## config.mk

```make
export PLATFORM = sky130hd
export DESIGN_NAME = mem_access_unit
export DESIGN_NICKNAME = d
export VERILOG_FILES = /design/src/rtl/mem_access_unit.sv
export SDC_FILE = /design/constraint.sdc
export NUM_CORES = 1
export LEC_CHECK = 0
export ABC_AREA = 1
export CAP_MARGIN = 15
export CORE_MARGIN = 4
export CORE_UTILIZATION = 50
export CTS_CLUSTER_DIAMETER = 50
export DETAILED_ROUTE_END_ITERATION = 16
export HOLD_SLACK_MARGIN = 0.05
export PLACE_DENSITY = 0.87
export SYNTH_ARGS = -nofsm -noshare
export SYNTH_HDL_FRONTEND = slang
export SYNTH_SLANG_ARGS = --single-unit
```

## constraint.sdc

```tcl
create_clock -name clock -period 3.4 [get_ports clock]
set_clock_uncertainty 0.1 [all_clocks]
set_input_delay 1.02 -clock clock [delete_from_list [all_inputs] [get_ports clock]]
set_output_delay 1.02 -clock clock [all_outputs]
set_load 0.01 [all_outputs]
```

## src/rtl/mem_access_unit.sv

```systemverilog
// Byte-port load/store engine: splits big-endian halfword accesses into two byte
// accesses, range-checks every request and answers with a one-cycle response pulse.
module mem_access_unit #(
  parameter int MEM_BYTES = 64,
  parameter int ADDR_W    = 16
) (
  input  logic              clock,
  input  logic              reset_n,
  input  logic              req_valid,
  output logic              req_ready,
  input  logic              req_write,
  input  logic              req_byte,
  input  logic              req_signed,
  input  logic [ADDR_W-1:0] req_addr,
  input  logic [15:0]       req_wdata,
  output logic              resp_valid,
  output logic [15:0]       resp_rdata,
  output logic              resp_error,
  output logic [ADDR_W-1:0] mem_addr,
  output logic [7:0]        mem_wdata,
  output logic              mem_we,
  output logic              mem_re,
  input  logic [7:0]        mem_rdata
);

  localparam logic [1:0] ST_IDLE = 2'd0;
  localparam logic [1:0] ST_HI   = 2'd1;
  localparam logic [1:0] ST_LO   = 2'd2;
  localparam logic [1:0] ST_RESP = 2'd3;

  localparam logic [ADDR_W+1:0] MEM_LIMIT = (ADDR_W+2)'(MEM_BYTES);

  logic [1:0]        state_q, state_d;
  logic              write_q, byte_q, signed_q, err_q;
  logic [ADDR_W-1:0] addr_q;
  logic [15:0]       wdata_q;
  logic [7:0]        hi_q, lo_q;

  logic              accept;
  logic [ADDR_W:0]   nbytes;
  logic [ADDR_W:0]   end_addr;
  logic              range_err;
  logic              in_access;

  assign accept = req_valid && req_ready;

  // One extra bit so that 16'hFFFF + 2 overflows upward instead of wrapping to 0.
  assign nbytes    = req_byte ? (ADDR_W+1)'(1) : (ADDR_W+1)'(2);
  assign end_addr  = {1'b0, req_addr} + nbytes;
  assign range_err = {1'b0, end_addr} > MEM_LIMIT;

  // NOTE: every variable written in always_comb gets a default first, so no path leaves it unassigned and no latch is inferred.
  always_comb begin
    state_d = state_q;
    case (state_q)
      ST_IDLE: if (accept) state_d = range_err ? ST_RESP : ST_HI;
      ST_HI:   state_d = byte_q ? ST_RESP : ST_LO;
      ST_LO:   state_d = ST_RESP;
      ST_RESP: state_d = ST_IDLE;
      default: state_d = ST_IDLE;
    endcase
  end

  // NOTE: sequential state uses non-blocking (<=) so every register samples pre-edge values regardless of block order.
  always_ff @(posedge clock or negedge reset_n) begin
    if (!reset_n) state_q <= ST_IDLE;
    else          state_q <= state_d;
  end

  always_ff @(posedge clock or negedge reset_n) begin
    if (!reset_n) begin
      write_q  <= 1'b0;
      byte_q   <= 1'b0;
      signed_q <= 1'b0;
      err_q    <= 1'b0;
      addr_q   <= '0;
      wdata_q  <= '0;
    end else if (accept) begin
      write_q  <= req_write;
      byte_q   <= req_byte;
      signed_q <= req_signed;
      err_q    <= range_err;
      addr_q   <= req_addr;
      wdata_q  <= req_wdata;
    end
  end

  // NOTE: the load holding registers are reset too, so a response can never expose stale data from before reset.
  always_ff @(posedge clock or negedge reset_n) begin
    if (!reset_n) begin
      hi_q <= '0;
      lo_q <= '0;
    end else if (!write_q) begin
      if (state_q == ST_HI) begin
        if (byte_q) lo_q <= mem_rdata;
        else        hi_q <= mem_rdata;
      end else if (state_q == ST_LO) begin
        lo_q <= mem_rdata;
      end
    end
  end

  // Memory-side outputs are decoded from the state register alone, so reset drops them at once.
  assign in_access = (state_q == ST_HI) || (state_q == ST_LO);
  assign req_ready = (state_q == ST_IDLE);
  assign mem_re    = in_access && !write_q;
  assign mem_we    = in_access && write_q;

  always_comb begin
    mem_addr  = '0;
    mem_wdata = 8'h00;
    if (state_q == ST_HI) begin
      mem_addr = addr_q;
      if (write_q) mem_wdata = byte_q ? wdata_q[7:0] : wdata_q[15:8];
    end else if (state_q == ST_LO) begin
      mem_addr = addr_q + ADDR_W'(1);
      if (write_q) mem_wdata = wdata_q[7:0];
    end
  end

  assign resp_valid = (state_q == ST_RESP);
  assign resp_error = resp_valid && err_q;

  always_comb begin
    resp_rdata = 16'h0000;
    if (resp_valid && !err_q && !write_q) begin
      resp_rdata = byte_q ? {{8{signed_q & lo_q[7]}}, lo_q} : {hi_q, lo_q};
    end
  end

endmodule

```

==> run metrics, run 1 <==
status completed; count of maximum capacitance violations 0; Core Region 0.00639 mm²; drt total wl 9140 µm; Synth area leader dfrtp_1; number of CTS-inserted buffers 5; Crit Path Max Fanout 10; data required time of the critical path 2280 ps; # IOs roughly 90; CTS Root Cell clkbuf_8; post-synthesis net count 528; Final setup viols 0; TritonCTS clock tree built; RSZ-0062 raised after global routing yes; Final period util 96.8%; worst-margin pin slew 690 ps; max_slew headroom 54.0%; Max Freq roughly 300 MHz; Post-synth EDFFs 0; CP cell instances inv_1 > ha_1 > inv_2 > nand2_4 > inv_4 > nand2_1 > o22ai_1 > clkdlybuf4s50_1; Final ANT Viol Nets 0; PortBufs 90; static leakage 2.37 nW; routability cong. 0.910; Area Growth Syn to Fin 35.5%; critical path startpoint category flop; Avg Inst Size Synth 7.00 µm²; crit path buf inv count 4; Synth top cells by count nand2_1 (165), inv_1 (56), nor2_1 (56), dfrtp_1 (54), o21ai_0 (45); most frequent cell after synthesis nand2_1; clock slew at reported path FFs 100 ps; CTS HTree Levels 2; Async S/R FF share, synth 100%; die area 0.00800 mm²; Starting Density approximately half; post-route DRC violation count 0; Peak supply drop approximately 0.45 mV; register area share after synthesis 40.8%; CTS Sinks 54; Synth warnings 0; Crit. End Element output port; critical path class reg -> out; CP arrival 2170 ps; setup ws final ~110 ps; die height 89.4 µm; die width 89.4 µm; Finished Cell Area 0.00449 mm²; Longest Clk Path Bufs 2; GRT overflow 0; initial antenna violation count 0; via count 3,474; layout cell share with drive strength beyond 1 7.23%; post-synthesis cell area 0.00332 mm²; vias per cell 5.39; Synth cell types 30; Setup WS pre-CTS 200 ps; CP top delay family buffers and inverters; number of global-route vias before repair 3,345; Yosys top cell area share 40.8%; WL per Instance about 14 µm; first-pass GRT wire length approximately 15,000 µm; Synth Area in Simple Gates 34.0%; # diodes 0; DP Area ~0.0043 mm²; gr usage total 23.9%; nets just over 600; Fin. Hold Viols 0; hpwl dp between 7000 and 8000 µm; slowest stage delay, CP 580 ps; Starting DRT DRC Count 292; top post-synthesis cells by area dfrtp_1 (41%), nand2_1 (19%), o21ai_0 (6.8%); largest net degree at the start of global routing 44; pwr/cell area 753 mW/mm²; Final Max Slew Viols 0; Clock Latency Late Sink 310 ps; Primary FF master, synth dfrtp_1; Adder-Cell Fraction of Synth Area under 10%; DRT Pass-1 Iters 7; Hold Path Class reg -> reg; mux cell area share after synthesis 0%; Synth Area in XOR/XNOR 1.55%; largest family of logic cells by synthesized area simple AND/OR/NAND/NOR gates; Syn Inst Count 474; slowest CP cell clkdlybuf4s50_1; final core area utilization 70.4%; Synth Area in Compound Gates 12.2%; Yosys reg bits between 50 and 60; Placement Rows 29; Tmin final 3290 ps
-- placed cells by master (no fill, tap or decap), drive strengths merged --
cell type,Yosys,final
dlygate4sd2,0,1
clkdlybuf4s50,0,75
o31ai,2,2
nand3,18,18
a21oi,5,5
xor2,5,5
nor3,1,1
o22ai,4,4
dlymetal6s2s,0,13
a41oi,1,1
a31oi,3,3
dfrtp,54,54
nor2,65,65
fa,1,1
o21ai,46,46
o21a,1,1
inv,56,57
clkinv,2,2
ha,7,7
nand2,170,170
nand3b,1,1
nand4,9,9
bufinv,0,1
buf,4,10
clkbuf,9,5
a22oi,10,10
-- through the flow --
| stage | power, W | hold slack, ps | setup TNS [ps] | instances |
|---|---|---|---|---|
| floorplan | 0.00215 | 349 | 0 | 474 |
| global placement | 0.00281 | 363 | 0 | 633 |
| detailed placement | 0.00290 | 366 | 0 | 633 |
| CTS | 0.00335 | 391 | 0 | 641 |
| global route | 0.00367 | 419 | -62.8 | 644 |
| finish | 0.00338 | 392 | 0 | 644 |
-- final timing paths --
check                                    to  cells past startpoint  slack (ps)        from
worst max-delay path            mem_addr[6]                      8         110  state_q[1]
worst min-delay path             wdata_q[1]                      2         390  wdata_q[1]
worst max register to register      lo_q[7]                      8        1430  state_q[1]
worst min register to register   wdata_q[1]                      2         390  wdata_q[1]
max in group asynchronous        wdata_q[9]                      2        1790     reset_n
min in group asynchronous         addr_q[9]                      1         650     reset_n
-- registers in the layout, indices dropped and copies added (netlist names) --
register	flops
addr_q	16
wdata_q	16
hi_q	8
lo_q	8
state_q	2
byte_q	1
err_q	1
signed_q	1
write_q	1
-- layer usage --
layer	track usage (%)	wire, µm
met3	4.79	710
met4	9.07	211
met2	39.5	4480
met1	30.9	3750
met5	0	0
-- worst register-to-register path, cell delays in order, from the launching register on --
cell and delay (ps):
dfrtp_1 440, inv_1 100, ha_1 180, buf_4 190, nand2_1 100, nand2_4 160, nand2_1 310, nand2_1 170
o21ai_0 100
-- where the power goes --
part	internal [W]	switching [W]	total (W)
clock	0.000217	0.000207	0.000424
combinational	0.000753	0.000976	0.00173
sequential	0.000952	0.000277	0.00123
total	0.00192	0.00146	0.00338
-- cells by family (layout without fill, tap and decap cells) --
logic type,count (synthesis),in the layout
adder cells (fa/ha/maj),8,8
XOR/XNOR,5,5
buffers and inverters,71,164
flip-flops,54,54
AND/OR/NAND/NOR,264,264
AO/OA/AOI/OAI,72,72
-- cell type report --
| cell class | instances | area (µm²) |
|---|---|---|
| Clock buffer | 5 | 68.8 |
| Clock inverter | 2 | 38.8 |
| Fill cell | 510 | 1890 |
| Inverter | 58 | 220 |
| Multi-Input combinational cell | 349 | 1720 |
| Sequential cell | 54 | 1350 |
| Tap cell | 77 | 96.3 |
| Timing Repair Buffer | 99 | 995 |
-- repair_timing --
| action | in CTS | in global routing |
|---|---|---|
| endpoints found under the setup margin | 11 | 30 |
| hold buffers | 0 | 0 |
| gates resized for setup | 7 | 18 |
| pin swaps | 0 | 2 |
| setup buffers | 1 | 3 |
No activity file was read; power rests on OpenSTA's default activity.
==> run 2, diff against run 1 <==
--- a/config.mk
+++ b/config.mk
@@ -12,7 +12,7 @@
 export CTS_CLUSTER_DIAMETER = 50
 export DETAILED_ROUTE_END_ITERATION = 16
 export HOLD_SLACK_MARGIN = 0.05
-export PLACE_DENSITY = 0.87
+export PLACE_DENSITY = 0.84
 export SYNTH_ARGS = -nofsm -noshare
 export SYNTH_HDL_FRONTEND = slang
 export SYNTH_SLANG_ARGS = --single-unit
==> run metrics, run 2 (synthesis results as in run 1) <==
status completed; Finished Cell Area 0.00452 mm²; max_slew headroom between 50 and 60%; die area 0.00800 mm²; most used cell, CP inv_1; PortBufs 90; Final setup viols 0; Area Growth Syn to Fin 36.4%; Placement Rows 29; drt total wl 9030 µm; crit path buf inv count 4; slowest CP cell clkdlybuf4s50_1; Fin. Hold Viols 0; RSZ-0062 raised after global routing yes; worst-margin pin slew between 600 and 700 ps; CTS Sinks 54; clock slew at reported path FFs 90 ps; Largest regs addr_q x16, wdata_q x16; met2 routed WL between 4000 and 5000 µm; TritonCTS clock tree built; Starting Density 51.9%; met3 wire len slightly above 700 µm; Tmin final approximately 3400 ps; hpwl dp between 6000 and 7000 µm; Top Layer Used met4; Core Region 0.00639 mm²; CTS HTree Levels 2; CTS Root Cell clkbuf_8; first-pass GRT wire length around 14,000 µm; met1 wire length around 3800 µm; most common cell after layout, fill and taps aside nand2_1; Final Max Slew Viols 0; critical path startpoint category flop; largest net degree at the start of global routing 55; Peak supply drop 0.440 mV; count of maximum capacitance violations 0; routability cong. 0.918; DP Area 0.00429 mm²; hold slack between 300 and 400 ps; number of CTS-inserted buffers 5; Longest Clk Path Bufs 2; Crit Path Max Fanout 10; post-cts hold buffer count 0; crit path launch state_q[1]; DRT Pass-1 Iters 5; layout cell share with drive strength beyond 1 under 10%; Final ANT Viol Nets 0; Clock Latency Late Sink 300 ps; die width roughly 89 µm; Hold Path Class reg -> reg; nets 628; via count 3,515; Hold Startpoint wdata_q[0]; # IOs 91; most frequent cells in the layout nand2_1 (162), clkdlybuf4s50_1 (73), inv_1 (56); # fillers 497; pwr/cell area 734 mW/mm²; Starting DRT DRC Count 275; CP cell instances inv_1 > ha_1 > inv_1 > nand2_4 > clkinv_2 > nand2_1 > o22ai_1 > clkdlybuf4s50_1; data required time of the critical path 2280 ps; vias per cell roughly 5.4; critical path class reg -> out; die height 89.4 µm; post-route DRC violation count 0; static leakage 2.42 nW; Final period util 99.5%; GRT overflow 0; Crit. End Element output port; gr usage total 22.6%; number of global-route vias before repair 3,267; WL per Instance 13.9 µm; slowest stage delay, CP 580 ps; CP arrival 2260 ps; CP top delay family buffers and inverters; R2R Path Start state_q[1]; Max Freq approximately 300 MHz; initial antenna violation count 0; # diodes 0
## run 2: cell types whose count changed in the layout (fill, tap and decap cells not counted), sizes merged
cell and delta:
buf +6, clkdlybuf4s50 -2, clkinvlp +2, dlymetal6s2s +2
bufinv -1, clkbuf +1, dlygate4sd2 -1, inv -1
nand2 +1
## run 2: worst register-to-register path: stages, from the launching register on
cell and delay [ps]:
dfrtp_1 430, inv_1 100, ha_1 180, buf_4 180, nand2_2 110, nand2_2 160, nand2_1 300, o21ai_0 290
## run 2: metal layers
metal / global-route usage (%) / vias to the layer above
met5: 0 / -
met4: 8.66 / 0
met3: 3.59 / 40
met2: 36.3 / 165
met1: 30.7 / 1613
li1: - / 1697
## run 2: layout make-up
class                      instances  area [µm²]  share of cell area (%)
clock buffer                       5        68.8                    1.52
inverter                          58         219                    4.84
tap                               77        96.3                    2.13
multi-input combinational        350        1730                    38.3
timing repair buffer             105        1040                    23.0
clock inverter                     2        15.0                   0.332
sequential                        54        1350                    29.9
## run 2: final timing paths
kind                               end  slack (ps)  cells past startpoint
min reg2reg                 wdata_q[0]         390                      2
min in group asynchronous    addr_q[4]         720                      2
min                         wdata_q[0]         390                      2
max in group asynchronous    addr_q[5]        2010                      2
max                        mem_addr[2]          20                      8
max reg2reg                    lo_q[5]        1490                      7
## run 2: repair_timing
item	4_1_cts	5_1_grt
pin swaps	0	4
resized for setup	7	23
setup endpoints to repair	7	31
cloned	0	1
buffers inserted	2	8
## run 2: stage by stage
stage | util, % | setup slack (ps) | power [W] | instances | TNS [ps]
CTS | 69.0 | 9.07 | 0.00327 | 642 | 0
global route | 70.8 | -89.9 | 0.00362 | 651 | -245
floorplan | - | 805 | 0.00215 | 474 | 0
finish | 70.8 | 18.6 | 0.00332 | 651 | 0
global placement | 67.2 | 274 | 0.00281 | 633 | 0
detailed placement | 67.2 | 142 | 0.00288 | 633 | 0
## run 2: power breakdown
group / internal [W] / switching, W
sequential: 0.000952 / 0.000266
combinational: 0.000760 / 0.000995
clock: 0.000141 / 0.000207
==> patch 1 (flow settings as in run 1) <==
Reset style: synchronous (`reset_n`), changed in 3 clocked blocks.
--- a/src/rtl/mem_access_unit.sv
+++ b/src/rtl/mem_access_unit.sv
@@ -63,10 +63,10 @@
 
   // NOTE: sequential state uses non-blocking (<=) so every register samples pre-edge values regardless of block order.
-  always_ff @(posedge clock or negedge reset_n) begin
+  always_ff @(posedge clock) begin
     if (!reset_n) state_q <= ST_IDLE;
     else          state_q <= state_d;
   end
 
-  always_ff @(posedge clock or negedge reset_n) begin
+  always_ff @(posedge clock) begin
     if (!reset_n) begin
       write_q  <= 1'b0;
@@ -87,5 +87,5 @@
 
   // NOTE: the load holding registers are reset too, so a response can never expose stale data from before reset.
-  always_ff @(posedge clock or negedge reset_n) begin
+  always_ff @(posedge clock) begin
     if (!reset_n) begin
       hi_q <= '0;
Check against the original RTL: differs if reset_n is asserted again (counterexample within 4 cycles, from zero or initial values and one cycle with reset_n low); with reset_n held inactive, the same outputs for 10 cycles.
==> patch 1 against run 1 <==
Sequential power decreased by 22%. Sequential cell count unchanged. Area after synthesis decreased by 7.7%. Power decreased by 28%. Worst setup slack got worse by 0.10 ns. First-iteration DRC count decreased by 46%. Count of clock-buffer cells in the layout unchanged. Critical path depth unchanged. Routed wire length decreased by 6.6%. Cell area decreased by 5.3%. Register-to-register slack got worse by 0.03 ns. Synthesized cell count increased by 0.21%.
==> patch 1: results (changes against run 1) <==
switchingPower_uw: 999.9  # was 1.460 mW
gp_congestion: 0.8888  # was 0.9098
outcome: "finished, final reports clean"  # unchanged
path_max_fanout: 5  # was 10
hold_end: "lo_q[6]"  # was wdata_q[1]
drt_iter0_drc: 159  # was 292
p_seq_uw: 961  # was 1.23 mW
viasPerCell: 5.263  # was 5.394
wl_per_cell_um: 13.22  # was 14.20 um
netlist_top_cells_count: "nor2_1 (111), nand2_1 (63), o21ai_0 (59)"  # was nand2_1 (165), inv_1 (56), nor2_1 (56)
r2r-start: "state_q[1]"  # unchanged
irDropWorstVdd_v: 0.0003704  # was 0.0004462 V
finalWirelength_um: 8537  # was 9144 um
post_dp_cell_area_mm2: 0.004026  # was 0.004289 mm2
reg2reg_setup_slack_ns: 1.40  # was 1.43 ns
crit_arrival_ns: 2.27  # was 2.17 ns
worstMarginPinSlew_ns: 0.5846  # was 0.6897 ns
layout-drive-gt1-share: 0.08581  # was 0.07231
crit_path_max_incr_delay_ns: 0.60  # was 0.58 ns
synth-async-reset-ratio: 0  # was 1.000
dr.pass1.iters: 5  # was 7
grt_pass1_wl_um: 14030  # was 14870 um
nets: 624  # was 621
grt_max_degree: 53  # was 44
grt_usage: 0.2302  # was 0.2386
fill_cells: 502  # was 510
syn_nets: 529  # was 528
yosys-top-cells-area: "dfxtp_1 (35%), nor2_1 (14%), o21ai_0 (9.7%)"  # was dfrtp_1 (41%), nand2_1 (19%), o21ai_0 (6.8%)
r2r_cells: 10  # was 8
==> patch 1: cell types whose count changed in the layout (fill, tap and decap cells not counted), moves of 9 or more <==
cell            run 1  this run
o21ai_0            45        58
a21oi_1             5        31
dfrtp_1            54         0
nor2_1             55       110
o21ai_1             1        10
dfxtp_1             0        48
nand2_1           163        63
==> patch 1: worst max path at each step <==
stage / cells past startpoint / to / slack (ns) / from
4_1_cts: 9 / mem_addr[15] / 0.0009 / addr_q[2]
3_3_place_gp: 12 / mem_addr[12] / 0.23 / addr_q[0]
2_1_floorplan: 7 / mem_addr[6] / 0.79 / state_q[1]
6_report: 8 / mem_addr[9] / 0.01 / addr_q[2]
3_5_place_dp: 12 / mem_addr[12] / 0.18 / addr_q[0]
5_1_grt: 8 / mem_addr[9] / -0.11 / addr_q[2]
==> patch 1: layout make-up <==
cell class,count,share of cell area
inverter,57,0.05031
clock buffer,5,0.01618
multi-input combinational,346,0.4022
sequential,54,0.2577
clock inverter,3,0.006178
timing repair buffer,106,0.2454
tap,75,0.02207
==> patch 1: repair_timing <==
item,4_1_cts,5_1_grt
hold buffers,0,0
gates resized for setup,11,24
setup endpoints to repair,17,16
pin swaps,0,3
buffers inserted,1,9
cloned,0,0
==> patch 1: per-stage QoR <==
| step | worst slack (ns) | power (mW) | hold WS, ns | instances | utilization |
|---|---|---|---|---|---|
| 3_3_place_gp | 0.2325 | 1.958 | 0.3411 | 628 | 0.6801 |
| 4_1_cts | 0.0009039 | 2.386 | 0.3603 | 637 | 0.6986 |
| 2_1_floorplan | 0.7889 | 1.587 | 0.3300 | 475 | - |
| 3_5_place_dp | 0.1825 | 2.000 | 0.3447 | 628 | 0.6801 |
| 5_1_grt | -0.1053 | 2.641 | 0.3865 | 646 | 0.7183 |
| 6_report | 0.01049 | 2.448 | 0.3623 | 646 | 0.7183 |
==> patch 1: logic make-up (layout without fill, tap and decap cells) <==
kind of cell / after synthesis / count (layout) / share of synthesized area
AOI/OAI and AO/OA: 119 / 119 / 0.2090
xor gates and xnor gates: 9 / 9 / 0.02577
adders and majority gates: 8 / 8 / 0.03517
buffers and inverters: 75 / 171 / 0.09366
DFF: 54 / 54 / 0.3534
and+or+nand+nor: 210 / 210 / 0.2830
==> patch 1: metal layers <==
metal | part of all wire | track usage | up-vias
li1 | - | - | 1728
met2 | 0.48 | 0.3868 | 90
met4 | 0.020 | 0.07507 | 0
met1 | 0.45 | 0.3005 | 1564
met3 | 0.051 | 0.03992 | 18
met5 | 0 | 0 | -
==> patch 1: worst min-delay path, stage by stage (launching register included) <==
cell and delay (ns):
dfxtp_1 0.31, inv_1 0.06, a21oi_1 0.05
==> patch 2 (flow settings as in run 1) <==
Without the edit above. Set the parameter `ADDR_W` to 18 (it was 16).
--- a/src/rtl/mem_access_unit.sv
+++ b/src/rtl/mem_access_unit.sv
@@ -3,5 +3,5 @@
 module mem_access_unit #(
   parameter int MEM_BYTES = 64,
-  parameter int ADDR_W    = 16
+  parameter int ADDR_W    = 18
 ) (
   input  logic              clock,
Interface: changed (resized mem_addr and req_addr); port bits go from 91 to 95. No check against the original RTL was run, so the function may have changed too.
==> patch 2 against run 1 <==
Area after synthesis is 6.9% higher. Maximum frequency is 1.9% lower. Synthesized cell count is 9.5% higher. Sequential cell count is 2 higher. Routed wire length is 13% higher. Cell area is 6.9% higher. Register-to-register slack worse by 0.06 ns. Global-route usage is 0.31 points lower. Power is 8.1% higher. Critical endpoint is now resp_rdata[9]. Utilization hardly changed. Non-clock buffer count is 7 higher. Worst setup slack worse by 0.064 ns.
==> patch 2: results (changes against run 1) <==
grt_pass1_wl_um: 16220  # was 14870 um
worstMarginPinSlew_ns: 0.6554  # was 0.6897 ns
r2r_cells: 7  # was 8
r2r-start: "state_q[1]"  # unchanged
grt_usage: 0.2355  # was 0.2386
synth-xor-area-share: 0.01730  # was 0.01547
switchingPower_mw: 1.667  # was 1.460 mW
post_dp_cell_area_mm2: 0.004626  # was 0.004289 mm2
vias: 3801  # was 3474
irDropWorstVdd_v: 0.0002983  # was 0.0004462 V
place_ws_ns: 0.06244  # was 0.1999 ns
syn_nets: 575  # was 528
post_cts_buffers: 2  # was 1
startpoint: "state_q[0]"  # was state_q[1]
finalWirelength_um: 10360  # was 9144 um
grt_max_degree: 31  # was 44
wl_per_cell_um: 14.49  # was 14.20 um
register_area_mm2: 0.001404  # was 0.001351 mm2
path_clk_slew_ns: 0.10  # about the same
cts_resized: 20  # was 7
worst_r2r_endpoint: "addr_q[0]"  # was lo_q[7]
gp_congestion: 0.8520  # was 0.9098
layout-drive-gt1-share: 0.08724  # was 0.07231
path_max_fanout: 8  # was 10
yosys-top-cells-area: "dfrtp_1 (40%), nand2_1 (18%), inv_1 (6.9%)"  # was dfrtp_1 (41%), nand2_1 (19%), o21ai_0 (6.8%)
power.share.clock: 0.100  # was 0.125
outcome: "finished, final reports clean"  # unchanged
reg_top3: "addr_q x18, wdata_q x16"  # was addr_q x16, wdata_q x16
crit_arrival_ns: 2.23  # was 2.17 ns
dp_cells: 704  # was 633
setup.worst_path.end: "resp_rdata[9]"  # was mem_addr[6]
pg_comb_mw: 2.00  # was 1.73 mW
synth_compound_area_frac: 0.1288  # was 0.1223
hp-start: "wdata_q[0]"  # was wdata_q[1]
cts_buffers: 5  # unchanged
port_buffers: 94  # was 90
fmax_ghz: 0.2982  # was 0.3040 GHz
netlist_top_cells_count: "nand2_1 (173), inv_1 (65), nor2_1 (65)"  # was nand2_1 (165), inv_1 (56), nor2_1 (56)
power_mw: 3.657  # was 3.382 mW
yosys.area_share.adder: 0.03036  # was 0.03245
syn_avg_cell_area_um2: 6.830  # was 6.995 um2
hpwlAfterDp_um: 7733  # was 7003 um
power.leakage_nw: 2.479  # was 2.372 nW
crit_slowest_cell: "clkdlybuf4s50_1"  # unchanged
reg2reg_setup_slack_ns: 1.37  # was 1.43 ns
hold_end: "wdata_q[0]"  # was wdata_q[1]
fill_cells: 560  # was 510
-- patch 2: changes by cell type after synthesis, sizes merged, moves of 2 or more --
| cell | change |
|---|---|
| inv | +14 |
| nor2 | +9 |
| nand2 | +8 |
| a21oi | +6 |
| nor3 | +4 |
| clkbuf | +3 |
| a31oi | -2 |
| buf | -2 |
| clkinv | -2 |
| dfrtp | +2 |
| o21ai | +2 |
| xor2 | +2 |
-- patch 2: metal layers --
| layer | part of all wire | GRT usage |
|---|---|---|
| met5 | 0 | 0 |
| met2 | 0.51 | 0.4100 |
| met3 | 0.067 | 0.03035 |
| met1 | 0.41 | 0.3105 |
| met4 | 0.014 | 0.05817 |
-- patch 2: final cells by class --
cell class,count,share of cell area
multi-input combinational,379,0.3899
clock buffer,6,0.01511
tap,96,0.02501
timing repair buffer,106,0.2201
sequential,56,0.2923
inverter,70,0.05470
clock inverter,2,0.002865
-- patch 2: worst min-delay path, cell delays in order, from the launching register on --
cell	delay [ns]
dfrtp_1	0.36
nand2_1	0.05
nand2_1	0.06
